==> src/rtl/brq_mem_arbiter.sv <==
// Shares one memory-side req/gnt/rvalid port between the instruction-fetch and LSU ports.
// Round-robin arbitration with grant locking; an in-order source FIFO routes responses back.
module brq_mem_arbiter #(
  parameter int unsigned MaxOutstanding = 2,
  parameter int unsigned AW             = 32,
  parameter int unsigned DW             = 32
) (
  input  logic            clk_i,
  input  logic            rst_i,

  input  logic            instr_req_i,
  output logic            instr_gnt_o,
  input  logic [AW-1:0]   instr_addr_i,
  output logic            instr_rvalid_o,
  output logic [DW-1:0]   instr_rdata_o,
  output logic            instr_err_o,

  input  logic            data_req_i,
  output logic            data_gnt_o,
  input  logic            data_we_i,
  input  logic [DW/8-1:0] data_be_i,
  input  logic [AW-1:0]   data_addr_i,
  input  logic [DW-1:0]   data_wdata_i,
  output logic            data_rvalid_o,
  output logic [DW-1:0]   data_rdata_o,
  output logic            data_err_o,

  output logic            m_req_o,
  input  logic            m_gnt_i,
  output logic            m_we_o,
  output logic [DW/8-1:0] m_be_o,
  output logic [AW-1:0]   m_addr_o,
  output logic [DW-1:0]   m_wdata_o,
  input  logic            m_rvalid_i,
  input  logic [DW-1:0]   m_rdata_i,
  input  logic            m_err_i,

  output logic            unexp_rsp_o
);

  localparam int unsigned BEW = DW / 8;
  localparam int unsigned CW  = $clog2(MaxOutstanding + 1);
  localparam int unsigned PW  = (MaxOutstanding > 1) ? $clog2(MaxOutstanding) : 1;

  localparam logic SRC_INSTR = 1'b0;
  localparam logic SRC_DATA  = 1'b1;

  logic                      lock_q, lock_d;
  logic                      lock_src_q, lock_src_d;
  logic                      last_q, last_d;
  logic                      unexp_q, unexp_d;
  logic [MaxOutstanding-1:0] src_fifo_q, src_fifo_d;
  logic [PW-1:0]             wptr_q, wptr_d;
  logic [PW-1:0]             rptr_q, rptr_d;
  logic [CW-1:0]             cnt_q, cnt_d;

  logic full, empty, sel, sel_req, xfer, pop, head;

  function automatic logic [PW-1:0] ptr_inc(input logic [PW-1:0] p);
    return (p == PW'(MaxOutstanding - 1)) ? '0 : p + PW'(1);
  endfunction

  // Source selection: a locked source wins, otherwise round-robin on a tie.
  always_comb begin
    full  = (cnt_q == CW'(MaxOutstanding));
    empty = (cnt_q == '0);
    if (lock_q) begin
      sel = lock_src_q;
    end else if (instr_req_i && data_req_i) begin
      sel = ~last_q;
    end else if (data_req_i) begin
      sel = SRC_DATA;
    end else begin
      sel = SRC_INSTR;
    end
    sel_req = (sel == SRC_DATA) ? data_req_i : instr_req_i;
    xfer    = m_req_o & m_gnt_i;
    pop     = m_rvalid_i & ~empty;
    head    = src_fifo_q[rptr_q];
  end

  // A full FIFO masks both requesters, even when a pop lands in the same cycle.
  assign m_req_o   = sel_req & ~full;
  assign m_addr_o  = (sel == SRC_DATA) ? data_addr_i  : instr_addr_i;
  assign m_we_o    = (sel == SRC_DATA) ? data_we_i    : 1'b0;
  assign m_be_o    = (sel == SRC_DATA) ? data_be_i    : {BEW{1'b1}};
  assign m_wdata_o = (sel == SRC_DATA) ? data_wdata_i : '0;

  assign instr_gnt_o = m_req_o & m_gnt_i & (sel == SRC_INSTR);
  assign data_gnt_o  = m_req_o & m_gnt_i & (sel == SRC_DATA);

  // Responses follow the head of the source FIFO; rdata is broadcast.
  assign instr_rvalid_o = pop & (head == SRC_INSTR);
  assign data_rvalid_o  = pop & (head == SRC_DATA);
  assign instr_err_o    = instr_rvalid_o & m_err_i;
  assign data_err_o     = data_rvalid_o & m_err_i;
  assign instr_rdata_o  = m_rdata_i;
  assign data_rdata_o   = m_rdata_i;
  assign unexp_rsp_o    = unexp_q;

  // Next-state: FIFO bookkeeping, lock tracking and round-robin history.
  always_comb begin
    src_fifo_d = src_fifo_q;
    wptr_d     = wptr_q;
    rptr_d     = rptr_q;
    last_d     = last_q;
    if (xfer) begin
      src_fifo_d[wptr_q] = sel;
      wptr_d             = ptr_inc(wptr_q);
      last_d             = sel;
    end
    if (pop) begin
      rptr_d = ptr_inc(rptr_q);
    end
    cnt_d      = cnt_q + CW'(xfer) - CW'(pop);
    lock_d     = m_req_o & ~m_gnt_i;
    lock_src_d = lock_d ? sel : lock_src_q;
    unexp_d    = unexp_q | (m_rvalid_i & empty);
  end

  always_ff @(posedge clk_i or posedge rst_i) begin
    if (rst_i) begin
      src_fifo_q <= '0;
      wptr_q     <= '0;
      rptr_q     <= '0;
      cnt_q      <= '0;
      lock_q     <= 1'b0;
      lock_src_q <= SRC_INSTR;
      last_q     <= SRC_DATA;
      unexp_q    <= 1'b0;
    end else begin
      src_fifo_q <= src_fifo_d;
      wptr_q     <= wptr_d;
      rptr_q     <= rptr_d;
      cnt_q      <= cnt_d;
      lock_q     <= lock_d;
      lock_src_q <= lock_src_d;
      last_q     <= last_d;
      unexp_q    <= unexp_d;
    end
  end

endmodule

==> config.mk <==
export PLATFORM = sky130hd
export DESIGN_NAME = brq_mem_arbiter
export DESIGN_NICKNAME = d
export VERILOG_FILES = /design/src/rtl/brq_mem_arbiter.sv
export SDC_FILE = /design/constraint.sdc
export NUM_CORES = 1
export LEC_CHECK = 0
export CORE_AREA = 2 2 110 112
export CTS_CLUSTER_SIZE = 10
export DETAILED_ROUTE_END_ITERATION = 8
export DIE_AREA = 0 0 112 114
export RECOVER_POWER = 25
export SLEW_MARGIN = 30
export SYNTH_ARGS = -nofsm -noshare
export SYNTH_HDL_FRONTEND = slang
export SYNTH_SLANG_ARGS = --single-unit
==> constraint.sdc <==
create_clock -name clk_i -period 2.8 [get_ports clk_i]
set_input_delay 0.28 -clock clk_i [delete_from_list [all_inputs] [get_ports clk_i]]
set_output_delay 0.28 -clock clk_i [all_outputs]
set_load 0.05 [all_outputs]
# Word-level counts from Yosys, hierarchy flattened
# Cells that the tools add are included.
dict set report op_classes {
  addsub 4
  order_cmp 3
  eq_ne 1
  n_mux 15
  bitwise_logic 18
  reduce_logical 3
}
# op count
set op_table {}
lappend op_table {{$mux W32} 2}
lappend op_table {{$and A1 B1 Y1} 11}
lappend op_table {{$mux W1} 10}
lappend op_table {{$not A1 Y1} 6}
lappend op_table {{$lt A1 B2 Y1 const B} 2}
lappend op_table {{$mux W4} 1}
lappend op_table {{$add A1 B1 Y1 const B} 2}
lappend op_table {{$add A2 B1 Y2} 1}
lappend op_table {{$bwmux W2} 1}
lappend op_table {{$eq A2 B2 Y1 const B} 1}
lappend op_table {{$logic_and A1 B1 Y1} 2}
lappend op_table {{$logic_not A2 Y1} 1}
lappend op_table {{$sub A2 B1 Y2} 1}
lappend op_table {{$demux W1 S1} 1}
lappend op_table {{$ge A1 B1 Y1 const B} 1}
lappend op_table {{$or A1 B1 Y1} 1}
dict set report totals {
  regBits 10
  in_bits 140
  output_inout_bits 141
  word_cells 52
}

# Logic depth before layout (Yosys ltp)
dict set report logic_depth {
  word_depth 8
  mapped_depth 7
  ltp_nobuf 7
}

# Least setup slack after synthesis
# OpenSTA, ideal clock, no wires.
dict set report synth_timing {
  path_kind {register -> output}
  from {reg lock_q}
  to {out data_gnt_o}
  t_arrival_ps 1701
  slack_ps 819
  stages_incl_launch_ff 5
  path_buffers 1
  cell_sequence {dfrtp_1 -> a211oi_1 -> a21oi_2 -> buf_2 -> nor2_1}
}
dict set report synth_between {
  elab_chain_cells 5
}
# element line
set synth_lines {}
lappend synth_lines {{from (decl)} 48} ;# logic lock_q, lock_d;
lappend synth_lines {{from (signal assigned)} 136} ;# lock_q <= lock_d;
lappend synth_lines {{$mux W1 *} 67} ;# if (lock_q) begin
lappend synth_lines {{$mux W1} 76} ;# sel_req = (sel == SRC_DATA) ? data_req_i : instr_req_i;
lappend synth_lines {{$and A1 B1 Y1} 83} ;# assign m_req_o = sel_req & ~full;
lappend synth_lines {{$and A1 B1 Y1} 90} ;# assign data_gnt_o = m_req_o & m_gnt_i & (sel == SRC_DATA);
lappend synth_lines {{$and A1 B1 Y1 *} 90}
lappend synth_lines {{to (decl)} 19} ;# output logic data_gnt_o,
# Mark *: on every way between the ends. The rest lies on a longest branch, timed or not.

# Worst setup path after layout
dict set report layout_timing {
  from {in data_req_i}
  to {out m_addr_o[11]}
}
dict set report layout_between {
  elab_chain_cells 4
  word_cells_on_any_way 5
  cone_classes {mux: 4; reduce/logical: 1}
}
# element line
set layout_lines {}
lappend layout_lines {{from (decl)} 18} ;# input logic data_req_i,
lappend layout_lines {{$mux W1 / $logic_and A1 B1 Y1 (equally long branches)} {71, 69}}
lappend layout_lines {{$mux W1 *} 69} ;# end else if (instr_req_i && data_req_i) begin
lappend layout_lines {{$mux W1 *} 67}
lappend layout_lines {{$mux W32 *} 84} ;# assign m_addr_o = (sel == SRC_DATA) ? data_addr_i : instr_addr_i;
lappend layout_lines {{to (decl)} 32} ;# output logic [AW-1:0] m_addr_o,
# Marked as above.

==> key figures <==
GRT
  – Total grt overflow: 0
  – Largest net degree at the start of global routing: just over 40
  – Vias in the first global route: between 1500 and 2000
  – Global-route wire length before repair: ~10000 um
  – Total GRT Usage: about a tenth
  – Initial antenna violation count: 0

Cells and area
  – Multi-input gate area: ~850 um2
  – Layout cells sized above 1: between 30% and 40%
  – Finished Layout Cells: between 400 and 500
  – Final nets: 451
  – N_diodes: 0
  – Synth-to-Final Area Change: 141%
  – FILL cells: between 1000 and 1500
  – Fin util: 33.5%
  – Register Area: approximately 250 um2

Floorplanning
  – Die area: between 0.01 and 0.015 mm2
  – Chip height: 114 um
  – Row Count: 40
  – Initial Util: between 10% and 20%
  – Core area: about 0.012 mm2
  – IO Count: 281
  – Chip width: 112 um

Placement
  – Port buffer count: between 150 and 200
  – HPWL Detailed: 5990 um
  – RD Place Congestion: between 0.7 and 0.8
  – Dpl cells: 451

Power
  – Maximum VDD drop: around 350 uV
  – Power, Total: around 0.0033 W
  – Leak: 1.60 nW
  – Pwr dens: between 800 and 900 mW/mm2

STA
  – Worst rel slew slack: around two thirds
  – Fin Hold WS: ~0.33 ns
  – Share of the cycle needed by the critical path after routing: between 80 and 90%
  – Setup_tns: 0 ns
  – Final Slew Violations: 0
  – Post-layout min period: 2.31 ns
  – Final setup violation count: 0
  – Final Hold Fails: 0
  – RSZ-0062 raised after global routing: false
  – Worst Tran Pin Value: about 0.52 ns
  – Max Freq: about 430 MHz
  – Skew final: roughly 0.0012 ns

Drt
  – Detail Route Antenna Nets: 0
  – Routed vias/inst: approximately 3.6
  – Drt pass-1 iters: 4
  – Final WL: between 6000 and 7000 um
  – Via count: about 1600
  – First DRT Iteration DRCs: 25
  – Wire per inst: around 15 um
  – DRC viols: 0

Clocking
  – CTS clk-pin slew, worst paths: 0.04 ns
  – Max clock buf depth: 2
  – Later-pin clock latency in the skew report: 0.23 ns
  – CTS Sinks: 10
  – Htree depth: 1
  – Cts hold-fix bufs: 0
  – CTS tree: yes
  – Num CTS Buffers: 3
  – Post-CTS setup buffers: 0
  – Cts repair resizes: 0
  – Root buf cell: clkbuf_16

Min path
  – HP Class: input port to async pin

Synth
  – Unique cell type count in the Yosys netlist: 28
  – Post-synth EDFFs: 0
  – Syn Inst Count: between 150 and 200
  – Most area-consuming cells after synthesis: buf_4 (30%), mux2_2 (23%), dfrtp_1 (14%), and2_1 (13%), xnor2_1 (2.2%)
  – Most instantiated cells after synthesis: buf_4 (64), and2_1 (33), mux2_2 (33)
  – Post-Syn Area: around 0.0016 mm2
  – Async S/R FF share, synth: 100%
  – Post-Synth Simple-Gate Area: roughly 18%
  – Adder-cell share of the synthesized area: 1.54%
  – Syn_nets: between 300 and 400
  – Largest family of logic cells by synthesized area: buffers and inverters
  – Seq cells post-synth: 10
  – Sequential share of the synthesized area: 15.4%
  – Cell taking the most area after synthesis: buf_4
  – Syn_area_per_cell: 8.70 um2
  – Yosys top cell area share: between 20 and 30%
  – Post-synthesis xor/xnor area fraction: 2.15%
  – Warnings, synthesis: 0
  – Synth Area in Compound Gates: between 5 and 6%
  – Most common cell in the netlist: buf_4
  – Mux share of post-synthesis cell area: approximately a quarter
  – Top_reg_cell synth: dfrtp_1

Worst setup path
  – Startpoint types: input port
  – Worst reg2reg path endpoint: cnt_q[1]$_DFF_PP0_
  – Reg-to-reg slack, setup: 0.92 ns
  – Required time of the worst setup path: around 2.5 ns
  – Critical path start-end classification: input port to output pin
  – Endpoint class of the critical path: output pin
  – Reg2reg start: cnt_q[1]$_DFF_PP0_
  – Critical Path Fanout Max: 25
  – R2R cell count: 7
  – Crit path DAT: around 2.0 ns

Run
  – MaxCap Viol Count: 0

Run status
  – Status: finished clean
cell usage in the layout, fill, tap and decap left out:
master             n
dfrtp_1            9
or3b_1             1
nor2_1             5
buf_4             11
xnor2_1            4
clkbuf_8           1
o31ai_1            2
dfstp_2            1
a21oi_4            1
inv_1              5
and3_1             1
mux2_4             1
and2_1            33
mux2i_1            1
buf_12            67
nor2b_1            1
a21boi_0           1
clkbuf_16          3
ha_1               2
o2111ai_2          1
nand2_1            1
o211a_2            1
clkdlybuf4s50_1  110
o21ai_0            3
a21o_2             1
a21o_1             1
a211oi_1           1
nor2b_4            1
nand2b_1           5
mux2_2            33
per-layer routing:
metal | vias to the layer above | share of wire (%) | GRT usage [%]
li1 | 786 | - | -
met1 | 759 | 37 | 11.6
met2 | 68 | 53 | 17.5
met3 | 16 | 8.9 | 4.41
met4 | 0 | 1.6 | 2.60
met5 | - | 0 | 0
how the worst max path moves through the flow:
| stage | cells past startpoint | slack (ns) | end | from |
|---|---|---|---|---|
| after floorplan | 4 | 0.82 | data_gnt_o | lock_q$_DFF_PP0_ |
| after global placement | 7 | 0.49 | m_addr_o[10] | data_req_i |
| after detailed placement | 7 | 0.48 | m_addr_o[7] | data_req_i |
| after CTS | 7 | 0.48 | m_addr_o[11] | data_req_i |
| after global routing | 7 | 0.35 | m_addr_o[1] | data_req_i |
| final | 7 | 0.49 | m_addr_o[11] | data_req_i |
kinds of logic after synthesis:
family,Yosys count
buffers and inverters,76
AND/OR/NAND/NOR,48
multiplexers,35
AO/OA/AOI/OAI,12
flip-flops,10
XOR/XNOR,4
adder cells (fa/ha/maj),2
through the flow:
| stage | cell area, um2 | worst slack, ns |
|---|---|---|
| 2_1_floorplan | 1630 | 0.819 |
| 3_3_place_gp | 3830 | 0.492 |
| 4_1_cts | 3920 | 0.475 |
| 6_report | 3920 | 0.487 |
| 5_1_grt | 3920 | 0.354 |
| 3_5_place_dp | 3830 | 0.482 |
power by group:
group | internal, W | leakage, nW | switching (W)
clock network | 0.000215 | 0.0442 | 0.0000650
logic | 0.00130 | 1.44 | 0.00142
registers | 0.000213 | 0.117 | 0.0000607
total | 0.00173 | 1.60 | 0.00155
layout make-up:
type	instances	area share (%)
multi-input cells	101	21.8
inverters	5	0.478
flip-flops and latches	10	6.41
clock buffers	4	2.26
repair buffers	188	64.4
well taps	147	4.69
worst max-delay path, stage by stage:
cell and delay (ns):
clkdlybuf4s50_1 0.52, inv_1 0.06, a211oi_1 0.37, a21oi_4 0.04, buf_4 0.25, mux2_2 0.34, buf_12 0.16
state kept, by name, indices dropped and copies added (netlist names):
name         count
wptr_q           1
src_fifo_q       2
cnt_q            2
last_q           1
lock_q           1
lock_src_q       1
rptr_q           1
unexp_rsp_o      1
No activity file was read; power rests on OpenSTA's default activity.
